[src/rtl/compress_pkg.sv]
// rtl/compress_pkg.sv - shared types, flags, code lengths and default widths for the instruction compressor/decompressor
package compress_pkg;

    localparam int DEF_INSTR_W = 32;
    localparam int DEF_TOKEN_W = 4;
    localparam int DEF_OUT_W   = 32;

    // Leading bit of every code: tells the decompressor whether a token or a raw word follows.
    localparam logic HIT_FLAG  = 1'b1;
    localparam logic MISS_FLAG = 1'b0;

    typedef enum logic {
        RUN   = 1'b0,
        FLUSH = 1'b1
    } state_e;

    function automatic int hit_code_len(input int token_w);
        return 1 + token_w;
    endfunction

    function automatic int miss_code_len(input int instr_w);
        return 1 + instr_w;
    endfunction

endpackage

[src/rtl/token_cam.sv]
// rtl/token_cam.sv - combinational priority match of a key against the token table
//
// Ports:
//   tbl_i  - table contents, one INSTR_W entry per token index
//   vld_i  - per-entry valid bits; invalid entries never match
//   key_i  - instruction being looked up
//   hit_o  - at least one valid entry equals key_i
//   idx_o  - lowest matching index (0 when no hit)
module token_cam #(
    parameter int INSTR_W = 32,
    parameter int TOKEN_W = 4
) (
    input  logic [(2**TOKEN_W)-1:0][INSTR_W-1:0] tbl_i,
    input  logic [(2**TOKEN_W)-1:0]              vld_i,
    input  logic [INSTR_W-1:0]                   key_i,
    output logic                                 hit_o,
    output logic [TOKEN_W-1:0]                   idx_o
);

    localparam int ENTRIES = 2**TOKEN_W;

    // Scan from the top down so the lowest matching index is the last one written.
    always_comb begin
        hit_o = 1'b0;
        idx_o = '0;
        for (int i = ENTRIES - 1; i >= 0; i--) begin
            if (vld_i[i] && (tbl_i[i] == key_i)) begin
                hit_o = 1'b1;
                idx_o = TOKEN_W'(i);
            end
        end
    end

endmodule

[src/rtl/instr_compressor.sv]
// rtl/instr_compressor.sv - token-table instruction compressor packing variable-length codes into OUT_W words
//
// Optional feature: define INSTR_COMPRESSOR_STATS_EN to add hit_cnt/miss_cnt outputs.
//
// Ports:
//   clk, reset            - clock; asynchronous active-high reset
//   tbl_we/addr/data      - token-table write port (entry becomes valid, live next cycle)
//   in_valid/ready/instr/last   - instruction stream in
//   out_valid/ready/word/last   - packed code stream out, MSB-first, final word zero-padded
//   hit_cnt, miss_cnt     - saturating per-instruction counters (STATS_EN only)
module instr_compressor
    import compress_pkg::*;
#(
    parameter int INSTR_W = DEF_INSTR_W,
    parameter int TOKEN_W = DEF_TOKEN_W,
    parameter int OUT_W   = DEF_OUT_W
) (
    input  logic               clk,
    input  logic               reset,
    input  logic               tbl_we,
    input  logic [TOKEN_W-1:0] tbl_addr,
    input  logic [INSTR_W-1:0] tbl_data,
    input  logic               in_valid,
    output logic               in_ready,
    input  logic [INSTR_W-1:0] in_instr,
    input  logic               in_last,
    output logic               out_valid,
    input  logic               out_ready,
    output logic [OUT_W-1:0]   out_word,
    output logic               out_last
`ifdef INSTR_COMPRESSOR_STATS_EN
    ,
    output logic [15:0]        hit_cnt,
    output logic [15:0]        miss_cnt
`endif
);

    localparam int ENTRIES = 2**TOKEN_W;
    localparam int ACC_W   = 2 * OUT_W;
    localparam int CNT_W   = $clog2(ACC_W + 1);

    localparam logic [CNT_W-1:0] OUT_W_C  = CNT_W'(OUT_W);
    localparam logic [CNT_W-1:0] ACC_W_C  = CNT_W'(ACC_W);
    localparam logic [CNT_W-1:0] HIT_LEN  = CNT_W'(hit_code_len(TOKEN_W));
    localparam logic [CNT_W-1:0] MISS_LEN = CNT_W'(miss_code_len(INSTR_W));

    state_e                          state_q, state_d;
    logic [ACC_W-1:0]                acc_q, acc_d;
    logic [CNT_W-1:0]                cnt_q, cnt_d;
    logic [ENTRIES-1:0][INSTR_W-1:0] tbl_q;
    logic [ENTRIES-1:0]              vld_q;

    logic               cam_hit;
    logic [TOKEN_W-1:0] cam_idx;
    logic [ACC_W-1:0]   code_ext;
    logic [CNT_W-1:0]   code_len;
    logic               in_fire;
    logic               out_fire;

    // Lookup sees the registered table, so a same-cycle write only affects later lookups.
    token_cam #(
        .INSTR_W(INSTR_W),
        .TOKEN_W(TOKEN_W)
    ) u_cam (
        .tbl_i(tbl_q),
        .vld_i(vld_q),
        .key_i(in_instr),
        .hit_o(cam_hit),
        .idx_o(cam_idx)
    );

    // Gated by reset so the input is refused for the whole reset pulse.
    assign in_ready  = !reset && (state_q == RUN) && (cnt_q < OUT_W_C);
    assign out_valid = (cnt_q >= OUT_W_C) || ((state_q == FLUSH) && (cnt_q != '0));
    // A flush word is the last one once nothing remains beyond it (covers exact multiples).
    assign out_last  = (state_q == FLUSH) && (cnt_q != '0) && (cnt_q <= OUT_W_C);
    assign out_word  = acc_q[ACC_W-1 -: OUT_W];
    assign in_fire   = in_valid && in_ready;
    assign out_fire  = out_valid && out_ready;

    // Code right-justified in an accumulator-wide vector.
    always_comb begin
        code_ext = '0;
        if (cam_hit) begin
            code_len             = HIT_LEN;
            code_ext[TOKEN_W:0]  = {HIT_FLAG, cam_idx};
        end else begin
            code_len             = MISS_LEN;
            code_ext[INSTR_W:0]  = {MISS_FLAG, in_instr};
        end
    end

    // Drain first, then append the new code directly below the bits still held.
    always_comb begin
        state_d = state_q;
        acc_d   = acc_q;
        cnt_d   = cnt_q;
        if (out_fire) begin
            acc_d = acc_q << OUT_W;
            cnt_d = (cnt_q >= OUT_W_C) ? (cnt_q - OUT_W_C) : '0;
            if (out_last) begin
                state_d = RUN;
            end
        end
        if (in_fire) begin
            acc_d = acc_d | ((code_ext << (ACC_W_C - code_len)) >> cnt_d);
            cnt_d = cnt_d + code_len;
            if (in_last) begin
                state_d = FLUSH;
            end
        end
    end

    always_ff @(posedge clk or posedge reset) begin
        if (reset) begin
            state_q <= RUN;
            acc_q   <= '0;
            cnt_q   <= '0;
            tbl_q   <= '0;
            vld_q   <= '0;
        end else begin
            state_q <= state_d;
            acc_q   <= acc_d;
            cnt_q   <= cnt_d;
            if (tbl_we) begin
                tbl_q[tbl_addr] <= tbl_data;
                vld_q[tbl_addr] <= 1'b1;
            end
        end
    end

`ifdef INSTR_COMPRESSOR_STATS_EN
    always_ff @(posedge clk or posedge reset) begin
        if (reset) begin
            hit_cnt  <= '0;
            miss_cnt <= '0;
        end else if (in_fire) begin
            if (cam_hit) begin
                if (hit_cnt != 16'hFFFF) begin
                    hit_cnt <= hit_cnt + 16'd1;
                end
            end else if (miss_cnt != 16'hFFFF) begin
                miss_cnt <= miss_cnt + 16'd1;
            end
        end
    end
`endif

endmodule

[config.mk]
export PLATFORM = sky130hd
export DESIGN_NAME = instr_compressor
export DESIGN_NICKNAME = d
export VERILOG_FILES = /design/src/rtl/compress_pkg.sv /design/src/rtl/token_cam.sv /design/src/rtl/instr_compressor.sv
export SDC_FILE = /design/constraint.sdc
export NUM_CORES = 2
export LEC_CHECK = 0
export BUFFER_PORTS_ARGS = -buffer_cell sky130_fd_sc_hd__buf_2
export CAP_MARGIN = 20
export CORE_MARGIN = 4
export CORE_UTILIZATION = 39
export CTS_BUF_LIST = sky130_fd_sc_hd__clkbuf_4 sky130_fd_sc_hd__clkbuf_8 sky130_fd_sc_hd__clkbuf_16
export DETAILED_ROUTE_END_ITERATION = 7
export GPL_TIMING_DRIVEN = 0
export PLACE_DENSITY = 0.67
export SYNTH_ARGS = -nofsm -noshare
export SYNTH_HDL_FRONTEND = slang
export SYNTH_SLANG_ARGS = --single-unit
[constraint.sdc]
create_clock -name clk -period 19 [get_ports clk]
set_input_delay 0.95 -clock clk [delete_from_list [all_inputs] [get_ports clk]]
set_output_delay 0.95 -clock clk [all_outputs]
set_load 0.02 [all_outputs]
==> run metrics <==
status=finished, final reports clean; minimum period implied by the final worst setup slack=5.29 ns; clock-pin transition on the worst setup and hold timing paths=0.06 ns; Cell variety after synth=93; arrival time worst endpoint=5.83 ns; register-to-register path setup slack=14.47 ns; ratio of total power to cell area=127 nW/um^2; CP endpoint kind=register; placed cell areas=35800 sq um; maximum level of the CTS H-tree=3; area share of the largest cell type after synthesis=0.447; Detail Route Antenna Nets=0; Setup Viol. Count Final=0; Routed Wire Length=130000 microns; cell count of the worst reg-to-reg path=12; startpoint type of the worst setup path=primary input; top flip-flop cell by instance count after synthesis=sky130_fd_sc_hd__dfrtp_1; Vias/cell=6.08; Critical path buffers and inverters=2; end-of-flow core utilization=0.447; die width=302 microns; total standard cell area after synthesis=33600 sq um; Top Family by Delay on Critical Path=compound AO/OA/AOI/OAI gates; portion of the post-synthesis area used by sequential elements=0.447; drt drc=0; cell with the largest stage delay on the worst path=sky130_fd_sc_hd__o21ai_0; Floorplan Core Area=85400 sq um; max-slew violation total from the final report=0; placer congestion estimate=0.984; Worst Setup Path Type=primary input to register; total global routing track utilization=0.282; transition time at the pin with the least slew margin=1.28 ns; Top Ports=109; most area-consuming cells after synthesis=sky130_fd_sc_hd__dfrtp_1 (45%), sky130_fd_sc_hd__mux2_2 (17%), sky130_fd_sc_hd__xor2_1 (7.9%), sky130_fd_sc_hd__xnor2_1 (5.1%), sky130_fd_sc_hd__nor4_1 (2.6%); vias in the first global route=26287; largest fanout of any net on the critical path=9; Vert. Die Dim=302 microns; area of the die=91000 sq um; synthesis-stage register bit count=600; final worst path period share=0.278; detailed-route via count=26786; number of detailed-routing iterations run before antenna repair=6; post-CTS resize count=0; first-pass GRT wire length=186000 microns; hpwl dp=88900 microns; Inst Count DP=4282; Design Area, Final=38200 sq um; start of the worst register-to-register path=tbl_q[173]$_DFFE_PP0P_; maximum root-to-sink buffer count=3; effective utilization at floorplan=0.394; asr flop ratio synth=1.00; number of rows in the core area=107; largest net degree at the start of global routing=126; Hold Fails Final Rpt=0; area growth from synthesis to layout=13.5%; list of cells traversed by the critical path=buf_2 > inv_1 > a21oi_1 > or4bb_1 > nand4bb_1 > and4_4 > a211oi_4 > mux2i_1 > o21ai_0 > o21ai_0 > nor2_1 > a211oi_1 > a21oi_1; tightest hold margin=0.461 ns; pre-CTS WS=13.32 ns; drt initial violations=3299; Synthesized Nets=3113; clock root buffer=sky130_fd_sc_hd__clkbuf_16; post-detailed-route wirelength per cell=29.6 microns; cell type with the largest total area after synthesis=sky130_fd_sc_hd__dfrtp_1; worst skew pair latency=0.63 ns; Worst IR Drop VDD=0.0000832 V; final-stage net count=3284; Post-synth EDFFs=0; reg-to-reg critical path endpoint=acc_q[12]$_DFF_PP0_; worst path setup slack after routing=13.71 ns; worst slew margin relative to its limit=0.149; setup repair after global routing missed its margin=false; layout cells sized above 1=0.272; quantity of I/O buffers inserted on ports=87; sink count of the clock tree=600; TritonCTS clock tree=built; Post-CTS Hold Fix Bufs=0; endpoint required time on the critical path=19.55 ns; per-instance average area after synthesis=11.1 sq um; number of setup buffers added after CTS=0; total CTS buffers=66; number of max-capacitance violations reported=0; cell count after synthesis=3035; Critical Path Start=in_instr[6]; count of placed standard cells in the final layout, fillers left out=4409; number of antenna violations at the first check in global routing=15; Final Skew=0.0217 ns; classification of the worst-slack hold path=primary input to async pin; leakage power summed over all cells=16.2 nW; CP max stage delay=0.94 ns; number of fillers in the final layout=8076; Max Freq=189 MHz; overflow left after global routing=0; count of yosys warnings during synthesis=0
cell usage after synthesis (7+ instances only):
master / n
sky130_fd_sc_hd__clkbuf_1: 126
sky130_fd_sc_hd__inv_1: 26
sky130_fd_sc_hd__a31oi_1: 11
sky130_fd_sc_hd__mux2i_1: 73
sky130_fd_sc_hd__mux2_2: 510
sky130_fd_sc_hd__o22ai_1: 27
sky130_fd_sc_hd__a21oi_1: 44
sky130_fd_sc_hd__o21ai_1: 9
sky130_fd_sc_hd__nor2b_1: 16
sky130_fd_sc_hd__xor2_1: 303
sky130_fd_sc_hd__a221oi_1: 8
sky130_fd_sc_hd__buf_6: 13
sky130_fd_sc_hd__dfrtp_1: 600
sky130_fd_sc_hd__nor3_1: 46
sky130_fd_sc_hd__or2_2: 12
sky130_fd_sc_hd__a21boi_0: 7
sky130_fd_sc_hd__nand3_1: 77
sky130_fd_sc_hd__nand2b_1: 47
sky130_fd_sc_hd__o211ai_1: 8
sky130_fd_sc_hd__buf_1: 11
sky130_fd_sc_hd__a211oi_1: 8
sky130_fd_sc_hd__and3_1: 12
sky130_fd_sc_hd__o21ai_0: 52
sky130_fd_sc_hd__xnor2_1: 197
sky130_fd_sc_hd__buf_4: 80
sky130_fd_sc_hd__buf_2: 11
sky130_fd_sc_hd__nand2_1: 181
sky130_fd_sc_hd__nor2_1: 109
sky130_fd_sc_hd__and2_1: 10
sky130_fd_sc_hd__or4_1: 12
sky130_fd_sc_hd__nand4b_1: 11
sky130_fd_sc_hd__a22oi_1: 9
sky130_fd_sc_hd__nor4b_1: 9
sky130_fd_sc_hd__nor4_1: 141
sky130_fd_sc_hd__nand4_1: 96
how the worst max path moves through the flow:
stage	to	slack (ns)	depth (start not counted)
CTS	acc_q[12]$_DFF_PP0_	13.96	13
global route	acc_q[12]$_DFF_PP0_	13.68	13
global placement	tbl_q[207]$_DFFE_PP0P_	-5.95	2
floorplan	acc_q[0]$_DFF_PP0_	1.26	1
finish	acc_q[12]$_DFF_PP0_	13.71	13
detailed placement	acc_q[12]$_DFF_PP0_	13.32	13
routing by layer:
metal / track usage / vias up / share of wire
li1: - / 11139 / -
met1: 0.378 / 13569 / 0.40
met2: 0.411 / 1617 / 0.42
met3: 0.0694 / 453 / 0.11
met4: 0.171 / 8 / 0.071
met5: 0 / - / 0.00045
cell families after synthesis:
| kind of cell | after synthesis | synth area share |
|---|---|---|
| and+or+nand+nor | 820 | 0.133 |
| muxes | 583 | 0.193 |
| xor gates and xnor gates | 501 | 0.131 |
| AOI/OAI and AO/OA | 257 | 0.0534 |
| adders and majority gates | 4 | 0.00149 |
| DFF | 600 | 0.447 |
| buffers and inverters | 270 | 0.0424 |
power by group:
group / internal (mW) / total (mW) / switching [mW]
logic: 0.674 / 1.65 / 0.980
registers: 1.59 / 1.81 / 0.217
clock network: 0.808 / 1.39 / 0.583
worst register-to-register path: cells and delay by family, from the launching register on:
| family | cells | cell delay (ns) |
|---|---|---|
| AO/OA/AOI/OAI | 6 | 2.03 |
| multiplexers | 1 | 0.13 |
| AND/OR/NAND/NOR | 4 | 1.62 |
| XOR/XNOR | 1 | 0.27 |
| flip-flops | 1 | 0.39 |
final cells by class:
cell class	instances	area [sq um]	share of cell area
clock inverters	28	368	0.00964
plain buffers	241	1320	0.0345
multi-input cells	2165	17200	0.450
clock buffers	94	1980	0.0519
well taps	1144	1430	0.0375
flip-flops and latches	600	15000	0.393
inverters	29	116	0.00305
diodes	5	12.5	0.000328
repair buffers	103	738	0.0193
stage by stage:
stage / TNS, ns / total power, mW
global route: 0 / 5.06
finish: 0 / 4.85
floorplan: 0 / 2.94
global placement: -3523.40 / 3.40
detailed placement: 0 / 3.44
CTS: 0 / 4.82
flip-flops by register name, summed over array words and instances (netlist names):
register	flops
acc_q	64
state_q	1
cnt_q	7
tbl_q	512
vld_q	16
layout by cell type (no fill, tap or decap), types with 52 or more instances in the layout:
cell type / count
sky130_fd_sc_hd__mux2_2: 510
sky130_fd_sc_hd__mux2i_1: 73
sky130_fd_sc_hd__nor4_1: 141
sky130_fd_sc_hd__clkbuf_1: 126
sky130_fd_sc_hd__nand4_1: 96
sky130_fd_sc_hd__dfrtp_1: 600
sky130_fd_sc_hd__nor2_1: 109
sky130_fd_sc_hd__buf_4: 80
sky130_fd_sc_hd__xor2_1: 303
sky130_fd_sc_hd__nand2_1: 181
sky130_fd_sc_hd__nand3_1: 77
sky130_fd_sc_hd__buf_2: 98
sky130_fd_sc_hd__xnor2_1: 197
sky130_fd_sc_hd__o21ai_0: 52
sky130_fd_sc_hd__clkbuf_16: 67
(Power assumes the default switching activity.)
